`src/rtl/vip_frame_stream_gen_pkg.sv`:
```
// Shared types and default timing for the video frame stream generator.
// Package vip_pkg: FSM state enum, default raster parameters and the
// helper that turns porch/sync/active widths into a total period.
package vip_pkg;

  typedef enum logic [1:0] {
    ST_IDLE = 2'd0,
    ST_SEEK = 2'd1,
    ST_RUN  = 2'd2
  } vip_state_e;

  // Sum of active, front porch, sync and back porch gives one full period.
  function automatic int calc_total(input int act, input int fp, input int sync, input int bp);
    return act + fp + sync + bp;
  endfunction

  localparam int DEF_H_ACTIVE = 640;
  localparam int DEF_H_FP     = 16;
  localparam int DEF_H_SYNC   = 96;
  localparam int DEF_H_BP     = 48;
  localparam int DEF_V_ACTIVE = 480;
  localparam int DEF_V_FP     = 10;
  localparam int DEF_V_SYNC   = 2;
  localparam int DEF_V_BP     = 33;
  localparam int DEF_CNT_W    = 12;

  localparam int H_TOTAL_DEF = calc_total(DEF_H_ACTIVE, DEF_H_FP, DEF_H_SYNC, DEF_H_BP);
  localparam int V_TOTAL_DEF = calc_total(DEF_V_ACTIVE, DEF_V_FP, DEF_V_SYNC, DEF_V_BP);

  localparam logic [7:0] FILL_DEF = 8'h00;

endpackage

```
`src/rtl/vip_frame_stream_gen_if.sv`:
```
// Upstream pixel stream: valid/ready handshake with a start-of-frame marker.
// master = pixel source, slave = the frame generator consuming pixels.
interface vip_stream_if;
  logic       s_valid;
  logic [7:0] s_data;
  logic       s_sof;
  logic       s_ready;

  modport master (output s_valid, output s_data, output s_sof, input s_ready);
  modport slave  (input s_valid, input s_data, input s_sof, output s_ready);
endinterface

```
`src/rtl/vip_frame_stream_gen_timing.sv`:
```
// Raster timing counter: h/v counters plus active/hsync/vsync decode.
// Counters are held at zero while run_i is low; decode is combinational
// from the current counter values so callers can register it as needed.
module vip_timing_counter
  import vip_pkg::*;
#(
  parameter int H_ACTIVE = DEF_H_ACTIVE,
  parameter int H_FP     = DEF_H_FP,
  parameter int H_SYNC   = DEF_H_SYNC,
  parameter int H_BP     = DEF_H_BP,
  parameter int V_ACTIVE = DEF_V_ACTIVE,
  parameter int V_FP     = DEF_V_FP,
  parameter int V_SYNC   = DEF_V_SYNC,
  parameter int V_BP     = DEF_V_BP,
  parameter int CNT_W    = DEF_CNT_W
) (
  input  logic             clk,
  input  logic             rst,
  input  logic             run_i,
  output logic [CNT_W-1:0] h_cnt_o,
  output logic [CNT_W-1:0] v_cnt_o,
  output logic             active_o,
  output logic             hsync_o,
  output logic             vsync_o,
  output logic             origin_o,
  output logic             frame_end_o
);

  localparam int H_TOTAL = calc_total(H_ACTIVE, H_FP, H_SYNC, H_BP);
  localparam int V_TOTAL = calc_total(V_ACTIVE, V_FP, V_SYNC, V_BP);

  localparam logic [CNT_W-1:0] H_LAST   = CNT_W'(H_TOTAL - 1);
  localparam logic [CNT_W-1:0] V_LAST   = CNT_W'(V_TOTAL - 1);
  localparam logic [CNT_W-1:0] H_ACT_C  = CNT_W'(H_ACTIVE);
  localparam logic [CNT_W-1:0] V_ACT_C  = CNT_W'(V_ACTIVE);
  localparam logic [CNT_W-1:0] HS_BEG   = CNT_W'(H_ACTIVE + H_FP);
  localparam logic [CNT_W-1:0] HS_END   = CNT_W'(H_ACTIVE + H_FP + H_SYNC);
  localparam logic [CNT_W-1:0] VS_BEG   = CNT_W'(V_ACTIVE + V_FP);
  localparam logic [CNT_W-1:0] VS_END   = CNT_W'(V_ACTIVE + V_FP + V_SYNC);
  localparam logic [CNT_W-1:0] ONE_C    = CNT_W'(1);

  logic [CNT_W-1:0] h_q;
  logic [CNT_W-1:0] v_q;

  // Advance h every clock, v on each line wrap; both wrap at their totals.
  always_ff @(posedge clk) begin
    if (rst || !run_i) begin
      h_q <= '0;
      v_q <= '0;
    end else if (h_q == H_LAST) begin
      h_q <= '0;
      if (v_q == V_LAST) begin
        v_q <= '0;
      end else begin
        v_q <= v_q + ONE_C;
      end
    end else begin
      h_q <= h_q + ONE_C;
      v_q <= v_q;
    end
  end

  assign h_cnt_o     = h_q;
  assign v_cnt_o     = v_q;
  assign active_o    = (h_q < H_ACT_C) && (v_q < V_ACT_C);
  assign hsync_o     = (h_q >= HS_BEG) && (h_q < HS_END);
  assign vsync_o     = (v_q >= VS_BEG) && (v_q < VS_END);
  assign origin_o    = (h_q == '0) && (v_q == '0);
  assign frame_end_o = (h_q == H_LAST) && (v_q == V_LAST);

endmodule

```
`src/rtl/vip_frame_stream_gen.sv`:
```
// Video frame stream generator: produces vsync/hsync/href + 8-bit Y from an
// upstream valid/ready pixel stream, filling on underflow and realigning to
// the next start-of-frame after a framing error.
// Optional build macro VIP_FRAME_GEN_PATTERN_EN adds pattern_sel, which
// replaces the stream with an h^v test pattern for whole frames.
module vip_frame_stream_gen
  import vip_pkg::*;
#(
  parameter int         H_ACTIVE = DEF_H_ACTIVE,
  parameter int         H_FP     = DEF_H_FP,
  parameter int         H_SYNC   = DEF_H_SYNC,
  parameter int         H_BP     = DEF_H_BP,
  parameter int         V_ACTIVE = DEF_V_ACTIVE,
  parameter int         V_FP     = DEF_V_FP,
  parameter int         V_SYNC   = DEF_V_SYNC,
  parameter int         V_BP     = DEF_V_BP,
  parameter logic [7:0] FILL_VAL = FILL_DEF,
  parameter int         CNT_W    = DEF_CNT_W
) (
  input  logic        clk,
  input  logic        rst,
  input  logic        enable,
  input  logic        clr_status,
`ifdef VIP_FRAME_GEN_PATTERN_EN
  input  logic        pattern_sel,
`endif
  vip_stream_if.slave s_if,
  output logic        per_frame_vsync,
  output logic        per_frame_hsync,
  output logic        per_frame_href,
  output logic [7:0]  per_img_Y,
  output logic        frame_done,
  output logic        underflow,
  output logic        frame_err
);

  localparam logic [CNT_W-1:0] H_LAST_PX = CNT_W'(H_ACTIVE - 1);
  localparam logic [CNT_W-1:0] V_LAST_PX = CNT_W'(V_ACTIVE - 1);

  vip_state_e       state_q, state_d;
  logic [CNT_W-1:0] h_cnt, v_cnt;
  logic             active_s, hsync_s, vsync_s, origin_s, frame_end_s;
  logic             ready_s, set_uf_s, set_fe_s;
  logic [7:0]       pix_s;
  logic             vsync_q, hsync_q, href_q, last_px_q, frame_done_q;
  logic             underflow_q, frame_err_q;
  logic [7:0]       y_q;

  vip_timing_counter #(
    .H_ACTIVE(H_ACTIVE), .H_FP(H_FP), .H_SYNC(H_SYNC), .H_BP(H_BP),
    .V_ACTIVE(V_ACTIVE), .V_FP(V_FP), .V_SYNC(V_SYNC), .V_BP(V_BP),
    .CNT_W(CNT_W)
  ) u_timing (
    .clk        (clk),
    .rst        (rst),
    .run_i      (state_q != ST_IDLE),
    .h_cnt_o    (h_cnt),
    .v_cnt_o    (v_cnt),
    .active_o   (active_s),
    .hsync_o    (hsync_s),
    .vsync_o    (vsync_s),
    .origin_o   (origin_s),
    .frame_end_o(frame_end_s)
  );

`ifdef VIP_FRAME_GEN_PATTERN_EN
  logic pattern_q;
  logic pat_eff_s;
  // Pattern choice is taken at the frame origin and held for the whole frame.
  assign pat_eff_s = origin_s ? pattern_sel : pattern_q;
`endif

  // Next state, stream acceptance, pixel selection and flag set requests.
  always_comb begin
    state_d  = state_q;
    ready_s  = 1'b0;
    pix_s    = FILL_VAL;
    set_uf_s = 1'b0;
    set_fe_s = 1'b0;
    case (state_q)
      ST_IDLE: begin
        if (enable) begin
          state_d = ST_SEEK;
        end else begin
          state_d = ST_IDLE;
        end
      end
      ST_SEEK: begin
        if (origin_s) begin
          // Frame start: only an SOF beat lets us lock on.
          ready_s = 1'b1;
          if (s_if.s_valid && s_if.s_sof) begin
            pix_s   = s_if.s_data;
            state_d = ST_RUN;
          end else begin
            set_fe_s = 1'b1;
          end
        end else begin
          // Discard stale beats, but hold an SOF for the next origin.
          ready_s = !s_if.s_sof;
        end
      end
      ST_RUN: begin
        if (active_s) begin
          if (s_if.s_sof && !origin_s) begin
            // Early SOF belongs to the next frame: leave it queued.
            set_fe_s = 1'b1;
            state_d  = ST_SEEK;
          end else begin
            ready_s = 1'b1;
            if (!s_if.s_valid) begin
              set_uf_s = 1'b1;
            end else if (origin_s && !s_if.s_sof) begin
              set_fe_s = 1'b1;
              state_d  = ST_SEEK;
            end else begin
              pix_s = s_if.s_data;
            end
          end
        end else begin
          ready_s = 1'b0;
        end
      end
      default: begin
        state_d = ST_IDLE;
      end
    endcase
`ifdef VIP_FRAME_GEN_PATTERN_EN
    if ((state_q != ST_IDLE) && pat_eff_s) begin
      ready_s  = 1'b0;
      set_uf_s = 1'b0;
      set_fe_s = 1'b0;
      state_d  = state_q;
      pix_s    = h_cnt[7:0] ^ v_cnt[7:0];
    end else begin
      pix_s = pix_s;
    end
`endif
    // A run request that went away ends the stream at the frame boundary.
    if ((state_q != ST_IDLE) && frame_end_s && !enable) begin
      state_d = ST_IDLE;
    end else begin
      state_d = state_d;
    end
  end

  assign s_if.s_ready = ready_s;

  // State, registered video outputs, frame_done pipeline and sticky flags.
  always_ff @(posedge clk) begin
    if (rst) begin
      state_q      <= ST_IDLE;
      vsync_q      <= 1'b0;
      hsync_q      <= 1'b0;
      href_q       <= 1'b0;
      y_q          <= 8'h00;
      last_px_q    <= 1'b0;
      frame_done_q <= 1'b0;
      underflow_q  <= 1'b0;
      frame_err_q  <= 1'b0;
    end else begin
      state_q <= state_d;
      if (state_q == ST_IDLE) begin
        vsync_q   <= 1'b0;
        hsync_q   <= 1'b0;
        href_q    <= 1'b0;
        y_q       <= 8'h00;
        last_px_q <= 1'b0;
      end else begin
        vsync_q   <= vsync_s;
        hsync_q   <= hsync_s;
        href_q    <= active_s;
        y_q       <= active_s ? pix_s : 8'h00;
        last_px_q <= (h_cnt == H_LAST_PX) && (v_cnt == V_LAST_PX);
      end
      frame_done_q <= last_px_q;
      underflow_q  <= set_uf_s | (underflow_q & ~clr_status);
      frame_err_q  <= set_fe_s | (frame_err_q & ~clr_status);
    end
  end

`ifdef VIP_FRAME_GEN_PATTERN_EN
  // Latch the pattern choice at each frame origin; clear when idle.
  always_ff @(posedge clk) begin
    if (rst || (state_q == ST_IDLE)) begin
      pattern_q <= 1'b0;
    end else if (origin_s) begin
      pattern_q <= pattern_sel;
    end else begin
      pattern_q <= pattern_q;
    end
  end
`endif

  assign per_frame_vsync = vsync_q;
  assign per_frame_hsync = hsync_q;
  assign per_frame_href  = href_q;
  assign per_img_Y       = y_q;
  assign frame_done      = frame_done_q;
  assign underflow       = underflow_q;
  assign frame_err       = frame_err_q;

endmodule

```
`src/flat_wrapper.sv`:
```
// flat-port wrapper written by rule: the top's interface ports become plain ports
module vip_frame_stream_gen_flat import vip_pkg::*;
#(
  parameter int         H_ACTIVE = DEF_H_ACTIVE,
  parameter int         H_FP     = DEF_H_FP,
  parameter int         H_SYNC   = DEF_H_SYNC,
  parameter int         H_BP     = DEF_H_BP,
  parameter int         V_ACTIVE = DEF_V_ACTIVE,
  parameter int         V_FP     = DEF_V_FP,
  parameter int         V_SYNC   = DEF_V_SYNC,
  parameter int         V_BP     = DEF_V_BP,
  parameter logic [7:0] FILL_VAL = FILL_DEF,
  parameter int         CNT_W    = DEF_CNT_W
)
  (clk, rst, enable, clr_status, per_frame_vsync, per_frame_hsync, per_frame_href, per_img_Y, frame_done, underflow, frame_err, s_if_s_valid, s_if_s_data, s_if_s_sof, s_if_s_ready);
  vip_stream_if s_if_i ();
  input  logic clk;
  input  logic rst;
  input  logic enable;
  input  logic clr_status;
  output logic per_frame_vsync;
  output logic per_frame_hsync;
  output logic per_frame_href;
  output logic [7:0] per_img_Y;
  output logic frame_done;
  output logic underflow;
  output logic frame_err;
  input wire logic [$bits(s_if_i.s_valid)-1:0] s_if_s_valid;
  input wire logic [$bits(s_if_i.s_data)-1:0] s_if_s_data;
  input wire logic [$bits(s_if_i.s_sof)-1:0] s_if_s_sof;
  output wire logic [$bits(s_if_i.s_ready)-1:0] s_if_s_ready;
  assign s_if_i.s_valid = s_if_s_valid;
  assign s_if_i.s_data = s_if_s_data;
  assign s_if_i.s_sof = s_if_s_sof;
  assign s_if_s_ready = s_if_i.s_ready;
  vip_frame_stream_gen #(.H_ACTIVE(H_ACTIVE), .H_FP(H_FP), .H_SYNC(H_SYNC), .H_BP(H_BP), .V_ACTIVE(V_ACTIVE), .V_FP(V_FP), .V_SYNC(V_SYNC), .V_BP(V_BP), .FILL_VAL(FILL_VAL), .CNT_W(CNT_W)) u_core (.clk(clk), .rst(rst), .enable(enable), .clr_status(clr_status), .s_if(s_if_i), .per_frame_vsync(per_frame_vsync), .per_frame_hsync(per_frame_hsync), .per_frame_href(per_frame_href), .per_img_Y(per_img_Y), .frame_done(frame_done), .underflow(underflow), .frame_err(frame_err));
endmodule
```
`config.mk`:
```
export PLATFORM = sky130hd
export DESIGN_NAME = vip_frame_stream_gen_flat
export DESIGN_NICKNAME = d
export VERILOG_FILES = /design/src/rtl/vip_frame_stream_gen_pkg.sv /design/src/rtl/vip_frame_stream_gen_if.sv /design/src/rtl/vip_frame_stream_gen_timing.sv /design/src/rtl/vip_frame_stream_gen.sv /design/src/flat_wrapper.sv
export SDC_FILE = /design/constraint.sdc
export NUM_CORES = 1
export LEC_CHECK = 0
export ABC_AREA = 1
export ABC_CLOCK_PERIOD_IN_PS = 1600
export BUFFER_PORTS_ARGS = -buffer_cell sky130_fd_sc_hd__buf_2
export CAP_MARGIN = 20
export CORE_ASPECT_RATIO = 0.75
export CORE_MARGIN = 2
export CORE_UTILIZATION = 45
export DETAILED_ROUTE_END_ITERATION = 8
export PLACE_DENSITY = 0.67
export SYNTH_ARGS = -nofsm -noshare
export SYNTH_HDL_FRONTEND = slang
export SYNTH_SLANG_ARGS = --single-unit
```
`constraint.sdc`:
```
create_clock -name clk -period 1.6 [get_ports clk]
set_input_delay 0 -clock clk [delete_from_list [all_inputs] [get_ports clk]]
set_output_delay 0 -clock clk [all_outputs]
set_load 0.05 [all_outputs]
```
### After elaboration in Yosys (flattened, before gate mapping)

Index checks and enable logic that the tools add are counted.

| word-level totals | value |
|---|---|
| register bits | 41 |
| bits in latches | 0 |
| bits in writable memories | 0 |
| bits in read-only memories | 0 |
| input port bits | 14 |
| output and inout port bits | 15 |
| word-level logic and storage cells | 91 |
| memories | 0 |

| operators by class | value |
|---|---|
| $add $sub $neg | 2 |
| $mul | 0 |
| div/mod/pow operators | 0 |
| order comparisons | 6 |
| equal/unequal tests | 11 |
| shift-type cells | 0 |
| multiplexer cells | 30 |
| bitwise logic cells | 6 |
| reductions and logical operators | 25 |

Operators with widths:

| operator | number |
|---|---|
| two-way mux 8 bit | 5 |
| == test 12 x 10 -> 1 bit (second input constant) | 3 |
| adder 12 x 1 -> 12 bit (second input constant) | 2 |
| zero test 12 bit | 2 |
| < comparator 12 x 10 -> 1 bit (second input constant) | 2 |
| < comparator 12 x 9 -> 1 bit (second input constant) | 2 |
| case mux 8 bit (2 select lines) | 1 |
| two-way mux 1 bit | 14 |
| == test 12 x 9 -> 1 bit (second input constant) | 1 |
| greater-or-equal comparator 12 x 10 -> 1 bit (second input constant) | 1 |
| greater-or-equal comparator 12 x 9 -> 1 bit (second input constant) | 1 |
| two-way mux 12 bit | 1 |
| two-way mux 2 bit | 6 |
| logical AND 1 bit | 11 |
| != test 2 x 1 -> 1 bit (second input constant) | 3 |
| case mux 2 bit (3 select lines) | 1 |
| OR reduction 2 bit | 3 |
| AND reduction 5 bit | 1 |
| zero test 1 bit | 4 |
| case mux 1 bit (2 select lines) | 2 |
| != test 3 x 1 -> 1 bit (second input constant) | 1 |
| != test 3 x 2 -> 1 bit (second input constant) | 1 |
| OR reduction 3 bit | 1 |
| bitwise AND 1 bit | 2 |
| 7 further kinds | 9 |

### Logic depth before layout (Yosys ltp)

Gate-level depths: netlist of run 1.

| logic depth | value |
|---|---|
| depth in word-level cells | 9 |
| gate-level depth with buffers | 14 |
| mapped depth without buffers | 14 |

### By module

From an unflattened synthesis of run 1, not the netlist that was laid out.

| unflattened totals | value |
|---|---|
| cells, all modules | 351 |
| area, all modules | 2463.6 um^2 |

By module, submodules not included:

| module | instances | cells an instance | area each (um^2) | seq. area each (um^2) |
|---|---|---|---|---|
| vip_timing_counter | 1 | 243 | 1631.6 | 480.5 |
| vip_frame_stream_gen | 1 | 108 | 832.0 | 340.3 |

### Worst setup path before layout of run 1

OpenSTA, ideal clock, no wires.

| timing path | value |
|---|---|
| path type | register to output |
| start point | register u_core.u_timing.v_q[0], in the netlist u_core.u_timing.v_cnt_o[0] |
| end point | output s_if_s_ready |
| data arrival time | 1.822 ns |
| data required time | 1.600 ns |
| setup slack | -0.222 ns |
| stages on the path, launching flop included | 11 |
| path buffers | 0 |
| path through | dfxtp_1 > inv_1 > ha_1 > nand2_1 > inv_1 > nand2_1 > nor2_1 > nand3_1 > nand2_2 > nand2_1 > a21oi_1 |

| on the way | value |
|---|---|
| cells in the longest elaborated chain, start to end | 7 |
| elaborated cells between the ends (all ways) | 10 |
| those cells by class | order compare (1); mux (4); reduce/logical (5) |

Ends and longest elaborated chain:

| element | line | source |
|---|---|---|
| start: declaration | vip_frame_stream_gen_timing.sv:43 | `logic [CNT_W-1:0] v_q;` |
| start signal: assignment | vip_frame_stream_gen_timing.sv:55 | `v_q <= v_q + ONE_C;` |
| start signal: assignment | vip_frame_stream_gen_timing.sv:59 | `v_q <= v_q;` |
| parallel branches: the longest is 6 deep, another holds < comparator 12 x 9 -> 1 bit | - |  |
| case mux 1 bit (2 select lines) * | vip_frame_stream_gen.sv:80 | `case (state_q)` |
| end: declaration | flat_wrapper.sv:31 | `output wire logic [$bits(s_if_i.s_ready)-1:0] s_if_s_ready;` |

Mark *: on every way between the ends.

### Worst setup path after layout of run 1

| timing path | value |
|---|---|
| start point | register u_core.u_timing.h_q[0], in the netlist u_core.u_timing.h_cnt_o[0] |
| end point | output s_if_s_ready |

| on the way | value |
|---|---|
| cells in the longest elaborated chain, start to end | 7 |
| elaborated cells between the ends (all ways) | 10 |
| those cells by class | order compare (1); mux (4); reduce/logical (5) |

Ends and longest elaborated chain:

| element | line | source |
|---|---|---|
| start: declaration | vip_frame_stream_gen_timing.sv:42 | `logic [CNT_W-1:0] h_q;` |
| start signal: assignment | vip_frame_stream_gen_timing.sv:58 | `h_q <= h_q + ONE_C;` |
| parallel branches: the longest is 6 deep, another holds < comparator 12 x 10 -> 1 bit | - |  |
| case mux 1 bit (2 select lines) * | vip_frame_stream_gen.sv:80 |  |

Marks and branches as above.

==> results.md, run 1 <==
* Outcome: finished, violations left
* Violations in the final reports: setup timing
* I/O pin cnt at 29
* Cell area power density at 1050 nW/um2
* Detailed placement HPWL at 3830 um
* Clock tree from TritonCTS: done
* Multi-input logic area at between 1000 and 1500 um2
* Number of violations of the max-capacitance limit at 0
* Global router's overall resource usage at a little under a quarter
* PnR worst setup slack at -0.148 ns
* Clk sink count at 41
* Shortest period the worst path allows at 1.75 ns
* Total global routing overflow at 0
* Critical Path Source Type: flip-flop
* Net count of the finished layout at 420
* Antenna violations before repair at 0
* Clock latency on the worst-skew pair at around 0.3 ns
* Weighted congestion at the end of routability-driven global placement at 0.929
* Starting Density at 46.6%
* Number of filler instances in the final layout at 299
* H-tree depth reported by CTS at 2
* Share of the core filled with cells at 75.0%
* Cell type with the largest total area after synthesis: dfxtp_1
* Min-Delay Path Class: primary input to flip-flop
* Worst hold margin at about 0.065 ns
* Maximum number of buffers from clock root to sink at 2
* Post-synthesis net count at 318
* Cells on Worst Hold Path at 3
* Crit share post-route at 109%
* Area share of the largest cell type after synthesis at between 30% and 40%
* Cell at the root of the clock tree: clkbuf_8
* Clock buffers created by TritonCTS at 5
* Flops & latches, synth at 41
* Highest ir drop seen on vdd at 978 uV
* Arrival time of the worst setup path at 1.75 ns
* Share of post-route cells with drive strength above 1 at 45.3%
* CP required at between 1.5 and 2 ns
* Post-synthesis adder-cell area fraction at between 4 and 5%
* Antenna viol nets, final at 0
* Dominant combinational cell family by area after synthesis: simple AND/OR/NAND/NOR gates
* Fraction of synthesized area in multiplexers at 0%
* RSZ-0062 raised after global routing: yes
* Number of synthesis warnings at 0
* Post-synthesis average cell area at 6.96 um2
* Highest-count cells in the layout ignoring fill and taps: buf_4 (48), nand2_1 (40), inv_1 (39)
* Antenna diode instance count at 0
* Cell types with the largest area share after synthesis: dfxtp_1 (40%), nand2_1 (10%), nor2_1 (10%)
* Overall die width at ~82 um
* Average wire per cell in the routed design at 12.9 um
* Worst-path maximum fanout at 4
* Highest clock frequency the design can meet at ~570 MHz
* # setup viols final at 21
* Post-Synth XOR/XNOR Area at less than 1%
* Vias after detailed routing at ~2200
* Transition time of the tightest slew-check pin at 0.311 ns
* Area growth from synthesis to layout at 61.0%
* Reg clk slew, reported paths at about 0.080 ns
* Core outline area at approximately 4400 um2
* Largest net degree at the start of global routing at 13
* Number of DRC markers after the initial detailed-route iteration at roughly 130
* Vertical die dimension at 62.7 um
* Total leakage power at approximately 0.0015 uW
* Max Clock Skew at 0.00839 ns
* Pins Over Slew Limit at 0
* First-pass GRT wire length at 9180 um
* Wire length reported by the detailed router at 5880 um
* Final total power at 3490 uW
* Leading cell type in the layout, fill and taps excluded: buf_4
* Post-Synthesis Cells at between 200 and 300
* Area fraction in compound gates after synthesis at 8.29%
* Register area at 835 um2
* Hold violation total from the final report at 0
* Remaining routing DRC violations at 0
* Via count of the first global-routing pass at 2069
* Number of unique standard cell types used by synthesis at 30
* Worst setup path class: flip-flop to output pin
* Worst R2R Path Depth at 9
* Basic-gate share of the synthesized area counting and, or, nand and nor cells at 37.7%
* Detailed-routing iteration count for the pre-antenna-repair pass at 4
* Headroom to the max-slew limit at 79.1%
* Number of placement rows at 21
* Quantity of I/O buffers inserted on ports at 28
* Synth Cell Area at between 2000 and 2500 um2
* Via-to-Cell Ratio at a little under 5
* Total die area at 5160 um2
* Fraction of the yosys area taken by sequential cells at 39.7%
* Element type at the critical path end: output pin
[cell families (layout without fill, tap and decap cells)]
kind of cell,after synthesis,after routing
buffers and inverters,50,153
flip-flops,41,41
XOR/XNOR,2,2
adder cells (fa/ha/maj),7,7
AO/OA/AOI/OAI,31,31
AND/OR/NAND/NOR,166,166
[cells in the mapped netlist]
cell	n
dfxtp_1	41
ha_1	7
nand2_4	1
buf_2	1
nor3b_2	1
nor2_1	55
nand4_4	1
a22oi_1	1
nor3_1	12
o21a_1	1
o211ai_1	1
clkinv_2	1
nor2_2	2
nor2_4	2
nor4_1	3
a211oi_1	2
nand2_1	56
inv_1	48
nand2_2	3
and3_1	2
xor2_1	2
nand3b_1	2
a21oi_1	17
nor3_4	1
nor4b_1	1
nand3_1	14
nor3b_1	1
a21oi_2	1
o21ai_0	8
nand4_1	9
[worst paths after layout]
check,start,endpoint,slack (ns)
hold reg to reg,u_core.last_px_q,u_core.frame_done,0.43
setup / recovery,u_core.u_timing.h_cnt_o[0],s_if_s_ready,-0.15
hold / removal,s_if_s_valid,u_core.per_img_Y[3],0.07
setup reg to reg,u_core.u_timing.h_cnt_o[0],u_core.u_timing.v_cnt_o[5],-0.12
[state kept, by name, indices dropped and copies added (netlist names)]
signal,flops
u_core.per_frame_vsync,1
u_core.underflow,1
u_core.u_timing.h_cnt_o,12
u_core.frame_done,1
u_core.per_frame_href,1
u_core.per_img_Y,8
u_core.u_timing.v_cnt_o,12
u_core.last_px_q,1
u_core.frame_err,1
u_core.per_frame_hsync,1
u_core.state_q,2
[metrics by stage]
stage	TNS (ns)	setup slack [ns]	cell area, um2	std cells
after CTS	-1.32	-0.151	2980	447
after floorplan	0	0.0183	2070	297
final	-1.37	-0.148	3330	457
after global placement	-1.89	-0.164	2600	422
after global routing	-3.35	-0.202	3330	457
after detailed placement	-2.59	-0.181	2600	422
[worst max-delay path, stage by stage (launching register included)]
cell and delay [ns]:
dfxtp_4 0.38, inv_4 0.07, ha_4 0.12, nand2_2 0.04, inv_2 0.04, nand2_2 0.06
nor2_4 0.09, nand3_2 0.11, nand2_2 0.10, buf_6 0.10, nand2_4 0.04, a21oi_4 0.12
buf_6 0.17
[cell type report]
cell class | count | share of cell area (%)
multi-input combinational | 206 | 41.7
clock buffer | 7 | 2.59
tap | 57 | 2.14
inverter | 49 | 5.71
timing repair buffer | 96 | 21.9
sequential | 41 | 25.1
clock inverter | 1 | 0.902
[routing by layer]
metal / routed length (um) / up-vias / global-route usage (%)
li1: - / 1161 / -
met1: 2700 / 994 / 30.7
met2: 2750 / 73 / 37.5
met3: 355 / 9 / 5.06
met4: 65 / 0 / 5.42
met5: 0 / - / 0
[what timing repair did]
action	in CTS	in global routing
gates resized for setup	41	78
hold endpoints to repair	11	0
hold buffers	10	0
endpoints found under the setup margin	28	35
gates cloned	0	0
pin swaps	13	30
setup buffers	7	12
[power breakdown]
part	internal [uW]	leakage (uW)	switching (uW)	total (uW)
registers	1080	0.000335	42.9	1130
logic	666	0.00110	818	1480
clock network	509	0.0000585	367	876
total	2260	0.00149	1230	3490
No activity file was read; power rests on OpenSTA's default activity.
==> run 2: changes to the inputs <==
--- a/config.mk
+++ b/config.mk
@@ -7,13 +7,14 @@
 export LEC_CHECK = 0
 export ABC_AREA = 1
 export ABC_CLOCK_PERIOD_IN_PS = 1600
-export BUFFER_PORTS_ARGS = -buffer_cell sky130_fd_sc_hd__buf_2
 export CAP_MARGIN = 20
 export CORE_ASPECT_RATIO = 0.75
 export CORE_MARGIN = 2
 export CORE_UTILIZATION = 45
 export DETAILED_ROUTE_END_ITERATION = 8
-export PLACE_DENSITY = 0.67
+export DONT_BUFFER_PORTS = 1
+export PLACE_DENSITY = 0.61
+export REMOVE_ABC_BUFFERS = 1
 export SYNTH_ARGS = -nofsm -noshare
 export SYNTH_HDL_FRONTEND = slang
 export SYNTH_SLANG_ARGS = --single-unit
==> run 2 against run 1 <==
The flow still finishes with violations (setup timing). Maximum frequency up 1.8%. Combinational power about the same. Critical path depth fell by 2. Non-clock buffer count decreased by 32. Routed wire length decreased by 2.9%. Sequential share of layout area up 1.9 points. Final area shrank 7.6%. Sequential cell count unchanged. Clock power down 7.0%. Via count decreased by 4.9%. First-iteration DRC count down 17%.
==> results.md, run 2 (synthesized netlist as in run 1, its figures left out) <==
* Outcome: finished, violations left (unchanged)
* Violations in the final reports: setup timing (unchanged)
* Maximum number of buffers from clock root to sink at 2 (unchanged)
* Share of the core filled with cells at 69.3% (was 75.0%)
* Cells on Worst Hold Path at 5 (was 3)
* Net count of the finished layout at 389 (was 420)
* Pins Over Slew Limit at 0 (unchanged)
* Highest ir drop seen on vdd at 730 uV (was 978 uV)
* Detailed placement HPWL at 3770 um (was 3830 um)
* Headroom to the max-slew limit at 66.5% (was 79.1%)
* Clock tree from TritonCTS: done (unchanged)
* Clock latency on the worst-skew pair at 0.30 ns (about the same)
* Remaining routing DRC violations at 0 (unchanged)
* Vias after detailed routing at 2127 (was 2237)
* Min-Delay Path Class: primary input to flip-flop (unchanged)
* Reg clk slew, reported paths at 0.08 ns (about the same)
* Worst R2R Path Depth at 11 (was 9)
* Cell Area, Placed at 2410 um2 (was 2600 um2)
* Total leakage power at 0.00131 uW (was 0.00149 uW)
* Shortest period the worst path allows at 1.72 ns (was 1.75 ns)
* Hold violation total from the final report at 0 (unchanged)
* Detailed-routing iteration count for the pre-antenna-repair pass at 4 (unchanged)
* Worst setup path class: flip-flop to output pin (unchanged)
* CP required at 1.60 ns (about the same)
* Non-Filler Instances at 425 (was 457)
* Number of DRC markers after the initial detailed-route iteration at 110 (was 132)
* Leading cell type in the layout, fill and taps excluded: buf_4 (unchanged)
* Number of cells after detailed placement at 390 (was 422)
* # setup viols final at 18 (was 21)
* I/O pin cnt at 29 (unchanged)
* Weighted congestion at the end of routability-driven global placement at 0.875 (was 0.929)
* Arrival time of the worst setup path at 1.72 ns (was 1.75 ns)
* PnR worst setup slack at -0.118 ns (was -0.148 ns)
* Crit share post-route at 107% (was 109%)
* Wire length reported by the detailed router at 5710 um (was 5880 um)
* Share of post-route cells with drive strength above 1 at 37.2% (was 45.3%)
* Post-Layout Inst Area at 3080 um2 (was 3330 um2)
* Setup TNS at -0.520 ns (was -1.37 ns)
* Worst-path maximum fanout at 3 (was 4)
* Number of violations of the max-capacitance limit at 0 (unchanged)
* Origin of the worst min-delay path: rst (was s_if_s_valid)
* Clk sink count at 41 (unchanged)
* Highest clock frequency the design can meet at 582 MHz (was 572 MHz)
* Total die area at 5160 um2 (unchanged)
* Total global routing overflow at 0 (unchanged)
* Critical Path Source Type: flip-flop (unchanged)
* Highest-count cells in the layout ignoring fill and taps: buf_4 (46), nand2_1 (44), nor2_1 (42) (was buf_4 (48), nand2_1 (40), inv_1 (39))
* Worst hold path endpoint: u_core.last_px_q (was u_core.per_img_Y[3])
* Area growth from synthesis to layout at 48.8% (was 61.0%)
* First-pass GRT wire length at 9060 um (was 9180 um)
* Worst hold margin at 0.0467 ns (was 0.0651 ns)
* Average wire per cell in the routed design at 13.4 um (was 12.9 um)
* Antenna viol nets, final at 0 (unchanged)
* Vertical die dimension at 62.7 um (unchanged)
* Antenna violations before repair at 0 (unchanged)
* Worst flop-to-flop path endpoint: u_core.u_timing.v_cnt_o[11] (was u_core.u_timing.v_cnt_o[5])
* Clock buffers created by TritonCTS at 5 (unchanged)
* Core outline area at 4440 um2 (unchanged)
* RSZ-0062 raised after global routing: yes (unchanged)
* Transition time of the tightest slew-check pin at 0.501 ns (was 0.311 ns)
* Number of placement rows at 21 (unchanged)
* Antenna diode instance count at 0 (unchanged)
* Global router's overall resource usage at 22.8% (was 23.0%)
* H-tree depth reported by CTS at 2 (unchanged)
* Via-to-Cell Ratio at 5.00 (was 4.89)
* Overall die width at 82.3 um (unchanged)
* Launch point of the worst reg-to-reg path: u_core.u_timing.h_cnt_o[0] (unchanged)
* Quantity of I/O buffers inserted on ports at 0 (was 28)
* Cell area power density at 1120 nW/um2 (was 1050 nW/um2)
* Cell at the root of the clock tree: clkbuf_8 (unchanged)
* Starting Density at 46.6% (unchanged)
* Element type at the critical path end: output pin (unchanged)
* Largest net degree at the start of global routing at 13 (unchanged)
* Register-to-register path setup slack at -0.07 ns (was -0.12 ns)
* Max Clock Skew at 0.00458 ns (was 0.00839 ns)
* Via count of the first global-routing pass at 2008 (was 2069)
==> run 2: cell count changes in the layout (fill, tap and decap cells not counted), sizes merged <==
cell and delta:
buf -33, clkinv +1, dlygate4sd3 +1, clkbuf -2, clkinvlp +1
==> run 2: critical path, stage by stage, from the launching register on <==
cell and delay, ns:
dfxtp_2 0.34, buf_4 0.14, nor2_2 0.10, nand2_2 0.08, nor2_4 0.13, nand3_2 0.10
nand2_2 0.10, buf_6 0.11, nand2_4 0.04, a21oi_4 0.11, buf_6 0.17
==> run 2: final cells by class <==
cell class              count  area (um2)
clock buffers               5        68.8
clock inverters             2        35.0
fillers                   344        1360
inverters                  49         185
multi-input cells         206        1350
flip-flops and latches     41         828
well taps                  57        71.3
repair buffers             64         534
repair inverters            1        7.51
==> run 2: how the worst max path moves through the flow <==
stage	from	to	slack (ns)	cells past startpoint
3_3_place_gp	u_core.u_timing.h_cnt_o[0]	u_core.u_timing.v_cnt_o[5]	-0.14	11
4_1_cts	u_core.u_timing.h_cnt_o[1]	s_if_s_ready	-0.12	12
3_5_place_dp	u_core.u_timing.h_cnt_o[0]	u_core.u_timing.v_cnt_o[5]	-0.16	11
2_1_floorplan	u_core.u_timing.v_cnt_o[0]	s_if_s_ready	-0.22	10
6_report	u_core.u_timing.h_cnt_o[9]	s_if_s_ready	-0.12	10
5_1_grt	u_core.u_timing.h_cnt_o[0]	u_core.u_timing.v_cnt_o[11]	-0.24	11
==> run 2: where the power goes <==
group	internal [uW]	total, uW	leakage [uW]	switching, uW
clock	454	815	0.0000540	362
sequential	1080	1150	0.000334	75.0
combinational	654	1470	0.000923	817
==> run 2: what timing repair did <==
item | in CTS | in global routing
endpoints found under the setup margin | 29 | 32
setup buffers | 11 | 6
endpoints found under the hold margin | 13 | 0
cloned | 0 | 1
pin swaps | 14 | 21
gates resized for setup | 41 | 56
hold buffers | 11 | 0
==> run 2: through the flow <==
step	setup slack (ns)	total power [uW]
after floorplan	-0.222	1760
after global placement	-0.143	2130
after detailed placement	-0.162	2140
after CTS	-0.121	3170
after global routing	-0.237	3630
final	-0.118	3440
==> run 2: metal layers <==
metal | global-route usage, % | routed length (um)
met5 | 0 | 0
met4 | 6.46 | 50
met3 | 5.78 | 240
met2 | 35.0 | 2730
met1 | 31.6 | 2690
